`src/rtl/simple_bus_pkg.sv`:
```
// Shared widths and FSM state type for the simple bus scheduler.
package simple_bus_pkg;

  localparam int CMD_W  = 4;
  localparam int ADDR_W = 16;
  localparam int CNT_W  = 16;

  // IDLE: arbitrate, ISSUE: one-cycle bus strobe, WAIT: wait for completion or timeout
  typedef enum logic [1:0] {
    IDLE  = 2'd0,
    ISSUE = 2'd1,
    WAIT  = 2'd2
  } state_t;

endpackage

```
`src/rtl/rr_arbiter.sv`:
```
// Combinational round-robin arbiter.
// The search begins at index ptr and wraps around.
// grant is one-hot for the first requester found, or all-zero when req is empty.
module rr_arbiter #(
  parameter int NUM_REQ = 4,
  parameter int IDX_W   = $clog2(NUM_REQ)
) (
  input  logic [NUM_REQ-1:0] req,
  input  logic [IDX_W-1:0]   ptr,
  output logic [NUM_REQ-1:0] grant,
  output logic [IDX_W-1:0]   grant_idx,
  output logic               any_req
);

  logic             found;
  logic [IDX_W-1:0] cand;

  // Walk the requesters in rotated order; the first one asking wins
  always_comb begin
    grant     = '0;
    grant_idx = '0;
    found     = 1'b0;
    cand      = '0;
    any_req   = |req;
    for (int i = 0; i < NUM_REQ; i++) begin
      cand = IDX_W'((int'(ptr) + i) % NUM_REQ);
      if (!found && req[cand]) begin
        found       = 1'b1;
        grant[cand] = 1'b1;
        grant_idx   = cand;
      end
    end
  end

endmodule

```
`src/rtl/simple_bus_scheduler.sv`:
```
// Round-robin scheduler that funnels NUM_REQ requesters onto one bus, one
// transaction at a time. state_dbg mirrors the FSM state for observation.
//
// Handshake: req_ready is a combinational one-hot grant, raised only in IDLE
// and only for the round-robin winner. A request transfers on the rising edge
// where req_valid[i] and req_ready[i] are both high. After that edge the
// owner's req_valid is not looked at again. The transaction then finishes
// with a single-cycle pulse on either req_done[i] or req_err[i].
module simple_bus_scheduler
  import simple_bus_pkg::*;
#(
  parameter int NUM_REQ = 4,
  parameter int TIMEOUT = 255
) (
  input  logic                      clk,
  input  logic                      rst,
  input  logic [NUM_REQ-1:0]        req_valid,
  input  logic [NUM_REQ*CMD_W-1:0]  req_cmd,
  input  logic [NUM_REQ*ADDR_W-1:0] req_saddr,
  output logic [NUM_REQ-1:0]        req_ready,
  output logic [NUM_REQ-1:0]        req_done,
  output logic [NUM_REQ-1:0]        req_err,
  output logic                      bus_en,
  output logic [CMD_W-1:0]          bus_cmd,
  output logic [ADDR_W-1:0]         bus_saddr,
  input  logic                      bus_done,
  output logic                      busy,
  output state_t                    state_dbg
);

  localparam int               IDX_W        = $clog2(NUM_REQ);
  localparam logic [IDX_W-1:0] LAST_IDX     = IDX_W'(NUM_REQ - 1);
  localparam logic [CNT_W-1:0] TIMEOUT_LAST = CNT_W'(TIMEOUT - 1);

  state_t              state;
  // last_grant also identifies the owner while a transaction is outstanding,
  // because it changes only at the acceptance edge.
  logic [IDX_W-1:0]    last_grant;
  logic [IDX_W-1:0]    ptr;
  logic [IDX_W-1:0]    win_idx;
  logic [NUM_REQ-1:0]  win_grant;
  logic                any_req;
  logic                accept;
  logic [CMD_W-1:0]    win_cmd;
  logic [ADDR_W-1:0]   win_saddr;
  logic [CNT_W-1:0]    wait_cnt;

  // Search starts one past the previous winner
  always_comb begin
    ptr = (last_grant == LAST_IDX) ? '0 : last_grant + 1'b1;
  end

  rr_arbiter #(
    .NUM_REQ (NUM_REQ),
    .IDX_W   (IDX_W)
  ) u_arb (
    .req       (req_valid),
    .ptr       (ptr),
    .grant     (win_grant),
    .grant_idx (win_idx),
    .any_req   (any_req)
  );

  // Select the winner's command and address with an AND-OR mux on the grant
  always_comb begin
    win_cmd   = '0;
    win_saddr = '0;
    for (int i = 0; i < NUM_REQ; i++) begin
      if (win_grant[i]) begin
        win_cmd   = req_cmd[i*CMD_W +: CMD_W];
        win_saddr = req_saddr[i*ADDR_W +: ADDR_W];
      end
    end
  end

  // Handshake and status outputs; reset suppresses grant and strobe immediately
  always_comb begin
    accept    = (state == IDLE) && any_req && !rst;
    req_ready = accept ? win_grant : '0;
    bus_en    = (state == ISSUE) && !rst;
    busy      = (state != IDLE);
    state_dbg = state;
  end

  // FSM, latched transaction, wait counter and registered completion pulses
  always_ff @(posedge clk) begin
    if (rst) begin
      state      <= IDLE;
      last_grant <= LAST_IDX;
      bus_cmd    <= '0;
      bus_saddr  <= '0;
      wait_cnt   <= '0;
      req_done   <= '0;
      req_err    <= '0;
    end else begin
      req_done <= '0;
      req_err  <= '0;
      case (state)
        IDLE: begin
          if (accept) begin
            state      <= ISSUE;
            last_grant <= win_idx;
            bus_cmd    <= win_cmd;
            bus_saddr  <= win_saddr;
          end
        end
        ISSUE: begin
          // bus_done is deliberately ignored here
          state    <= WAIT;
          wait_cnt <= '0;
        end
        WAIT: begin
          wait_cnt <= wait_cnt + 1'b1;
          if (bus_done) begin
            // completion takes priority over a simultaneous timeout
            state                <= IDLE;
            req_done[last_grant] <= 1'b1;
          end else if (wait_cnt == TIMEOUT_LAST) begin
            state               <= IDLE;
            req_err[last_grant] <= 1'b1;
          end
        end
        default: state <= IDLE;
      endcase
    end
  end

endmodule

```
`config.mk`:
```
export PLATFORM = sky130hd
export DESIGN_NAME = simple_bus_scheduler
export DESIGN_NICKNAME = d
export VERILOG_FILES = /design/src/rtl/simple_bus_pkg.sv /design/src/rtl/rr_arbiter.sv /design/src/rtl/simple_bus_scheduler.sv
export SDC_FILE = /design/constraint.sdc
export NUM_CORES = 1
export LEC_CHECK = 0
export BUFFER_PORTS_ARGS = -buffer_cell sky130_fd_sc_hd__clkbuf_2
export CORE_MARGIN = 5
export CORE_UTILIZATION = 49
export DETAILED_ROUTE_END_ITERATION = 12
export HOLD_SLACK_MARGIN = 0.1
export PLACE_DENSITY_LB_ADDON = 0.1
export SLEW_MARGIN = 20
export SYNTH_ARGS = -nofsm -noshare
export SYNTH_HDL_FRONTEND = slang
export SYNTH_SLANG_ARGS = --single-unit
```
`constraint.sdc`:
```
create_clock -name clk -period 2.99 [get_ports clk]
set_input_delay 0.1495 -clock clk [delete_from_list [all_inputs] [get_ports clk]]
set_output_delay 0.1495 -clock clk [all_outputs]
set_load 0.1 [all_outputs]
```
After elaboration in Yosys (flattened, before gate mapping)
Cells that the tools add are included.
Widths: inputs -> output; s select.
{"block": "word_totals", "ff_bits": 48, "input_bits": 87, "output_inout_bits": 36}
{"block": "op_classes", "addsub": 5, "order_cmp": 10, "n_eq_ne": 6, "muxes": 44, "n_bitwise": 6, "n_reduce_logical": 23}
{"op": "$mux 16", "n": 4}
{"op": "$mux 4", "n": 9}
{"op": "$pmux 16 s2", "n": 1}
{"op": "$add 16x1->16 const B", "n": 1}
{"op": "$eq 16x8->1 const B", "n": 1}
{"op": "$mux 2", "n": 8}
{"op": "$lt 2x3->1 const B", "n": 5}
{"op": "$mux 1", "n": 12}
{"op": "$or 4x4->4", "n": 3}
{"op": "$logic_and 1x1->1", "n": 11}
{"op": "$demux 1 s2", "n": 5}
{"op": "$ge 2x1->1 const B", "n": 5}
{"op": "$bmux 1 s2", "n": 4}
{"op": "$reduce_or 4->1", "n": 2}
{"op": "$pmux 2 s3", "n": 1}
{"op": "$add 2x1->2 const B", "n": 2}
{"op": "$add 2x2->2 const B", "n": 2}
{"op": "$eq 2x2->1 const B", "n": 2}
{"op": "$logic_not 1->1", "n": 4}
{"op": "$reduce_and 2->1", "n": 2}
{"op": "$reduce_bool 2->1", "n": 2}
{"op": "$ne 3x3->1 const B", "n": 1}
{"op": "$not 1->1", "n": 3}
{"op": "$reduce_or 3->1", "n": 1}
{"op": "3 further kinds", "n": 3}

Logic depth before layout (Yosys ltp)
Gate-level depths: netlist (run 1).
{"block": "depth", "ltp_word": 18, "mapped_depth": 11, "depth_no_buf": 9}

Cells and area by module
Synthesis (run 1) repeated with hierarchy kept, for this count alone.
{"block": "hier_totals", "cells_unflattened": 369, "hier_area_um2": 3049.2}
{"module": "simple_bus_scheduler", "n_inst": 1, "cells_each": 320, "area_each_um2": 2637.5}
{"module": "rr_arbiter", "n_inst": 1, "cells_each": 49, "area_each_um2": 411.6}

Worst setup path after synthesis (run 1)
No wires, ideal clock.
{"block": "synth_timing", "path_kind": "register to output", "start": "register last_grant[0]", "end": "output req_ready[2]", "arrival_time_ns": 4.396, "slack_ns": -1.555, "stages_incl_launch_ff": 11, "n_path_buf": 2, "cell_sequence": "dfxtp_1 -> inv_1 -> ha_1 -> buf_2 -> mux2i_1 -> mux2_2 -> a31oi_1 -> a221o_1 -> and2_1 -> clkbuf_1 -> nor3_1"}
{"block": "synth_between", "elab_chain_cells": 15, "word_cells_on_any_way": 51}
{"item": "from (decl)", "line_no": "simple_bus_scheduler.sv:38", "source": "logic [IDX_W-1:0] last_grant;"}
{"item": "from (signal assigned)", "line_no": "simple_bus_scheduler.sv:102", "source": "last_grant <= win_idx;"}
{"item": "$add 2x1->2 / $eq 2x2->1 (equally long branches)", "line_no": "simple_bus_scheduler.sv:50", "source": "ptr = (last_grant == LAST_IDX) ? '0 : last_grant + 1'b1;"}
{"item": "$mux 2 *", "line_no": "simple_bus_scheduler.sv:50"}
{"item": "branches (longest 11 deep; another with $lt 2x3->1)"}
{"item": "$mux 4 *", "line_no": "rr_arbiter.sv:27", "source": "if (!found && req[cand]) begin"}
{"item": "$mux 4 *", "line_no": "simple_bus_scheduler.sv:79", "source": "req_ready = accept ? win_grant : '0;"}
{"item": "to (decl)", "line_no": "simple_bus_scheduler.sv:20", "source": "output logic [NUM_REQ-1:0] req_ready,"}
Every way passes the cells marked *. The select of a mux whose other input is x is not followed.

Worst setup path in the final report (run 1)
Same ends and word-level chain as after synthesis.

==> results of run 1 <==
[kinds of logic (layout without fill, tap and decap cells)]
group / count (synthesis) / in the layout / synth area share, %
AO/OA/AOI/OAI: 97 / 97 / 26.8
buffers and inverters: 50 / 181 / 8.86
multiplexers: 17 / 17 / 6.44
adder cells (fa/ha/maj): 13 / 13 / 5.23
flip-flops: 48 / 48 / 30.9
AND/OR/NAND/NOR: 110 / 111 / 19.0
XOR/XNOR: 10 / 10 / 2.82
[registers in the layout (all words and copies together) (netlist names)]
name	cells
req_done	4
bus_cmd	4
wait_cnt	16
req_err	4
bus_saddr	16
state_dbg	2
last_grant	2
[per-stage QoR]
stage	hold slack (ps)	utilization, %
finish	115	64.9
global route	113	64.9
CTS	113	63.9
detailed placement	419	61.6
global placement	414	61.6
floorplan	285	-
[report_power, final]
part / leakage, nW / internal [mW] / switching [mW] / total (mW)
combinational: 1.38 / 1.33 / 2.37 / 3.70
clock: 0.0434 / 0.188 / 0.229 / 0.417
sequential: 0.391 / 0.763 / 0.0838 / 0.847
total: 1.82 / 2.29 / 2.68 / 4.97
[synth_stat cells (9+ instances only)]
cell type  number  area (sq um)
nor2_1         19          71.3
dfxtp_1        48           961
a21oi_1        10          50.1
mux2i_1        11           110
o221ai_1       16           140
xor2_1          9          78.8
o21ai_0        28           140
ha_1           13           163
inv_1          27           101
nand2_1        34           128
a221oi_2       20           300
and2_1         10          62.6
[per-layer routing]
metal  vias to the layer above  share of wire [%]  track usage (%)
li1                       1528                  -                -
met3                        12                6.9             4.65
met4                         0                1.7             5.82
met5                         -                  0                0
met1                      1407                 43             26.0
met2                        91                 48             31.2
[final timing paths]
kind                 start       endpoint  slack (ps)  cells after the start
max          last_grant[0]   req_ready[2]          50                      9
min          req_saddr[53]   bus_saddr[5]         110                      3
max reg2reg  last_grant[1]  bus_saddr[14]         110                     11
min reg2reg  bus_saddr[14]  bus_saddr[14]         470                      2
[worst reg2reg max path: cells and delay by family, from the launching register on]
kind	cells	cell delay, ps
buffers and inverters	3	420
flip-flops	1	380
adder cells (fa/ha/maj)	1	260
AND/OR/NAND/NOR	2	290
multiplexers	1	620
AO/OA/AOI/OAI	4	800
[final cells by class]
cell class              instances  area share (%)
flip-flops and latches         48            23.7
inverters                      27            2.49
multi-input cells             248            47.7
repair buffers                146            21.3
well taps                      77            2.36
clock buffers                   6            2.03
clock inverters                 2           0.368
[what timing repair did]
action,4_1_cts,5_1_grt
hold endpoints to repair,1,0
endpoints found under the setup margin,19,5
hold buffers,1,0
cloned,0,1
gates resized for setup,3,3
buffers inserted,4,5
pin swaps,2,1
==> summary.md, run 1 <==
| Metric | Value |
|---|---|
| Top FF cell, synth | dfxtp_1 |
| Initial Util | between 40% and 50% |
| CTS Buf Count | 5 |
| Grt ovf | 0 |
| Multi-input gate area | 1950 sq um |
| Largest net degree at the start of global routing | 22 |
| Delay-heaviest family, CP | multiplexers |
| CTS max path bufs | 2 |
| CP Launch Type | flop |
| Fin. Hold Viols | 0 |
| Mapped Nets | 445 |
| Synthesized area per cell | roughly 9.0 sq um |
| Register Area | 966 sq um |
| Layout cell share with drive strength beyond 1 | 43.4% |
| Pwr/cell area | ~1200 nW/um^2 |
| Critical path class | flop to output port |
| Worst slew pin tran | 669 ps |
| Unrepaired setup endpoints after global routing | yes |
| Part of the cycle the worst path needs | 98.4% |
| Clk_lat worst skew | between 300 and 400 ps |
| Post-DP HPWL | approximately 6.3 mm |
| Core outline area | 6280 sq um |
| Number of synthesized register bits | 48 |
| Root buf cell | clkbuf_8 |
| Antenna violations before repair | 0 |
| Total global-route track usage | 19.5% |
| Netlist Area Pre-Place | 3110 sq um |
| Overall Power | a little under 5 mW |
| Post-synthesis sequential area ratio | 30.9% |
| Port bufs | 122 |
| Die width | 89.6 um |
| Clock transition at the registers of the reported paths | 100 ps |
| # IOs | between 100 and 150 |
| Post-route design area | 4080 sq um |
| Fin crit period | 2940 ps |
| Critical Path End Type | output port |
| Pins Over Slew Limit | 0 |
| DR WL/cell | 15.4 um |
| Die H | between 80 and 90 um |
| CTS tree | yes |
| Total vias in the final route | between 3000 and 4000 |
| Fillers | 535 |
| Vias in the first global route | 2690 |
| EDFF count, synth | 0 |
| Cells after synthesis | between 300 and 400 |
| Relative slew slack | 55.4% |
| H-tree level count | 2 |
| Distinct cells, synth | 55 |
| MaxCap Viol Count | 0 |
| Fin cells | 554 |
| DRC viols | 0 |
| First-pass GRT wire length | roughly 12 mm |
| Tightest Hold Check Type | input port to flop |
| Status | complete, no violations |
| Critical-path maximum fanout | 11 |
| FP Rows | 29 |
| Final antenna-violating net count | 0 |
| Ant. Diodes | 0 |
| Fmax | 340 MHz |
| Dpl ws | -53.6 ps |
| Max rail drop VDD | 0.000824 V |
| Placed inst area | 3860 sq um |
| Buffers & Inverters on Critical Path | 2 |
| Nets@finish | 576 |
| Die ar. | 8040 sq um |
| Slowest-stage cell, CP | dfxtp_4 |
| Worst path required time | 2840 ps |
| Post-synth ARST share | 0% |
| Fin worst setup slack | 48.5 ps |
| Setup Skew | 8.71 ps |
| Placer Congestion | 0.881 |
| Clock sink count | 48 |
| Pre-antenna DRT Iters | 4 |
| Synth warn | 0 |
| Crit path DAT | between 2000 and 3000 ps |
| Most common cell after layout, fill and taps aside | clkbuf_2 |
| Final setup violation count | 0 |
| Drt total wl | between 8 and 9 mm |
| Commonest non-fill, non-tap cells in the layout | clkbuf_2, dfxtp_1, nand2_1 |
| Setup TNS | 0 ps |
| Pleak | 1.82 nW |
| Vias per Instance | about 5.5 |
| Crit path cell chain | inv_2, ha_4, mux2i_2, mux2_4, a31oi_1, a221o_1, and2_4, nor3_4, buf_12 |
| Layout area overhead | 31.2% |
| Biggest cell delay along the critical path | roughly 430 ps |
| Placed Cells | 535 |
| DRT iter0 DRCs | 134 |
No activity file was read; power rests on OpenSTA's default activity.
==> run 2, diff against run 1 <==
- REMOVE_ABC_BUFFERS: not set -> 1
- SKIP_LAST_GASP: not set -> 1
==> run 2 against run 1 <==
Net effect:
- sequential power is 1% lower
- fmax grew 0.61%
- combinational power grew 5%
- largest cell class unchanged
==> summary.md, run 2 (synthesized netlist as in run 1, its figures left out) <==
| Metric | Value |
|---|---|
| Switching Share | 53.6% (was 54.0%) |
| Root buf cell | clkbuf_8 (unchanged) |
| First-pass GRT wire length | 13.4 mm (was 12.4 mm) |
| Layout area overhead | 33.5% (was 31.2%) |
| Fin crit period | 2920 ps (was 2940 ps) |
| Initial Util | 49.5% (unchanged) |
| Part of the cycle the worst path needs | 97.8% (was 98.4%) |
| Nets@finish | 578 (was 576) |
| Crit path DAT | 2770 ps (was 2790 ps) |
| DRC viols | 0 (unchanged) |
| Setup Skew | 6.23 ps (was 8.71 ps) |
| Reg power frac | 16.4% (was 17.0%) |
| Final setup violation count | 0 (unchanged) |
| Die ar. | 8040 sq um (unchanged) |
| Hold worst-path end | bus_cmd[0] (was bus_saddr[5]) |
| Worst path required time | 2840 ps (about the same) |
| Commonest non-fill, non-tap cells in the layout | clkbuf_2, dfxtp_1, nand2_1 (unchanged) |
| Total vias in the final route | 3027 (was 3038) |
| Die H | 89.6 um (unchanged) |
| Met3 Track Usage GR | 4.11% (was 4.65%) |
| Status | complete, no violations (unchanged) |
| Clock group share of total power | 7.5% (was 8.4%) |
| Fillers | 514 (was 535) |
| R2R depth | 10 (was 11) |
| Hold Path Origin | req_cmd[12] (was req_saddr[53]) |
| DR WL/cell | 16.4 um (was 15.4 um) |
| Overall Power | 5.09 mW (was 4.97 mW) |
| Relative slew slack | 54.6% (was 55.4%) |
| Clk_lat worst skew | 300 ps (was 310 ps) |
| Largest regs | bus_saddr x16, wait_cnt x16 (unchanged) |
| CTS Buf Count | 5 (unchanged) |
| Core outline area | 6280 sq um (unchanged) |
| Reg2reg start | last_grant[0] (was last_grant[1]) |
| Vias in the first global route | 2809 (was 2690) |
| Post-route design area | 4150 sq um (was 4080 sq um) |
| DRT iter0 DRCs | 125 (was 134) |
| Max rail drop VDD | 0.00112 V (was 0.000824 V) |
| Pwr/cell area | 1230 nW/um^2 (was 1220 nW/um^2) |
| Critical-path maximum fanout | 6 (was 11) |
| Antenna violations before repair | 0 (unchanged) |
| Pre-antenna DRT Iters | 4 (unchanged) |
| Clock transition at the registers of the reported paths | 90 ps (was 100 ps) |
| Placed Cells | 538 (was 535) |
| Port bufs | 122 (unchanged) |
| Die width | 89.6 um (unchanged) |
| Largest net degree at the start of global routing | 21 (was 22) |
| Tightest Hold Check Type | input port to flop (unchanged) |
| GR Util met2 | 34.8% (was 31.2%) |
| Hold depth | 3 (unchanged) |
| Switching power total | 2.73 mW (was 2.68 mW) |
| CTS tree | yes (unchanged) |
| Gate power share | 76.1% (was 74.6%) |
| Grt ovf | 0 (unchanged) |
| Total global-route track usage | 21.1% (was 19.5%) |
| Fmax | 342 MHz (was 340 MHz) |
| Pleak | 1.85 nW (was 1.82 nW) |
| Worst slew pin tran | 680 ps (was 669 ps) |
| CTS max path bufs | 2 (unchanged) |
| Most used routing layer | met2 (unchanged) |
| Reg-to-Reg End | bus_saddr[3] (was bus_saddr[14]) |
| Critical Path End Type | output port (unchanged) |
| Fin. Hold Viols | 0 (unchanged) |
| Unrepaired setup endpoints after global routing | yes (unchanged) |
| Pins Over Slew Limit | 0 (unchanged) |
| H-tree level count | 2 (unchanged) |
| Post-DP HPWL | 6.46 mm (was 6.30 mm) |
| Met1 global-route usage | 27.7% (was 26.0%) |
| CP Launch Type | flop (unchanged) |
| Vias per Instance | 5.45 (was 5.48) |
| Placed inst area | 3860 sq um (about the same) |
| Clock sink count | 48 (unchanged) |
| Final antenna-violating net count | 0 (unchanged) |
| Reg-to-reg slack, setup | 130 ps (was 110 ps) |
| Ant. Diodes | 0 (unchanged) |
| MaxCap Viol Count | 0 (unchanged) |
| Placer Congestion | 0.848 (was 0.881) |
| Critical path class | flop to output port (unchanged) |
| Layout cell share with drive strength beyond 1 | 43.9% (was 43.4%) |
| Most common cell after layout, fill and taps aside | clkbuf_2 (unchanged) |
| Int Pwr | 2.36 mW (was 2.29 mW) |
| # IOs | 123 (unchanged) |
| Fin cells | 555 (was 554) |
| FP Rows | 29 (unchanged) |
| Drt total wl | 9.08 mm (was 8.52 mm) |
run 2: routing by layer:
layer	wire, um	share of wire (%)	vias up
li1	-	-	1529
met1	3840	42	1413
met5	0	0	-
met2	4700	52	75
met3	406	4.5	10
met4	129	1.4	0
run 2: repair_timing:
| item | CTS | global route |
|---|---|---|
| hold buffers | 1 | 0 |
| setup endpoints to repair | 18 | 24 |
| buffers inserted | 1 | 6 |
| endpoints found under the hold margin | 1 | 0 |
| pin swaps | 1 | 5 |
| gates cloned | 1 | 1 |
| resized for setup | 5 | 17 |
run 2: area by class of cell:
class	instances	area, sq um	share of cell area, %
flip-flops and latches	48	963	23.2
well taps	77	96.3	2.32
repair buffers	148	926	22.3
clock buffers	5	68.8	1.66
inverters	27	101	2.44
clock inverters	2	12.5	0.301
multi-input cells	248	1980	47.8
run 2: worst max path at each step:
stage	end	from	slack, ps	cells after the start
2_1_floorplan	req_ready[2]	last_grant[0]	-1530	8
3_3_place_gp	bus_saddr[3]	last_grant[1]	30	9
3_5_place_dp	bus_saddr[12]	last_grant[1]	-70	9
4_1_cts	req_ready[2]	last_grant[0]	-70	10
5_1_grt	req_ready[2]	last_grant[0]	-60	10
6_report	req_ready[2]	last_grant[0]	70	10
run 2: metrics by stage:
step / hold WS (ps) / utilization, % / setup WS [ps] / setup TNS, ps
detailed placement: 409 / 61.5 / -71.3 / -177
floorplan: 219 / - / -1530 / -12610
global placement: 405 / 61.5 / 26.6 / 0
finish: 121 / 66.1 / 66.2 / 0
CTS: 119 / 64.0 / -71.1 / -71.1
global route: 124 / 66.1 / -63.9 / -158
run 2: power by group through the flow:
stage / Sequential [mW] / Combinational, mW / Clock (mW)
5_1_grt: 0.850 / 4.12 / 0.421
4_1_cts: 0.829 / 3.68 / 0.389
3_3_place_gp: 0.840 / 3.49 / 0
6_report: 0.836 / 3.87 / 0.381
2_1_floorplan: 1.49 / 1.91 / 0
3_5_place_dp: 0.842 / 3.52 / 0
run 2: worst max-delay path, stage by stage, from the launching register on:
cell     delay (ps)
dfxtp_2         380
inv_2            70
ha_4            330
mux2i_2         280
mux2_4          230
buf_4           140
a31oi_1          90
a221o_1         340
and2_2          230
nor3_4          180
buf_12          210
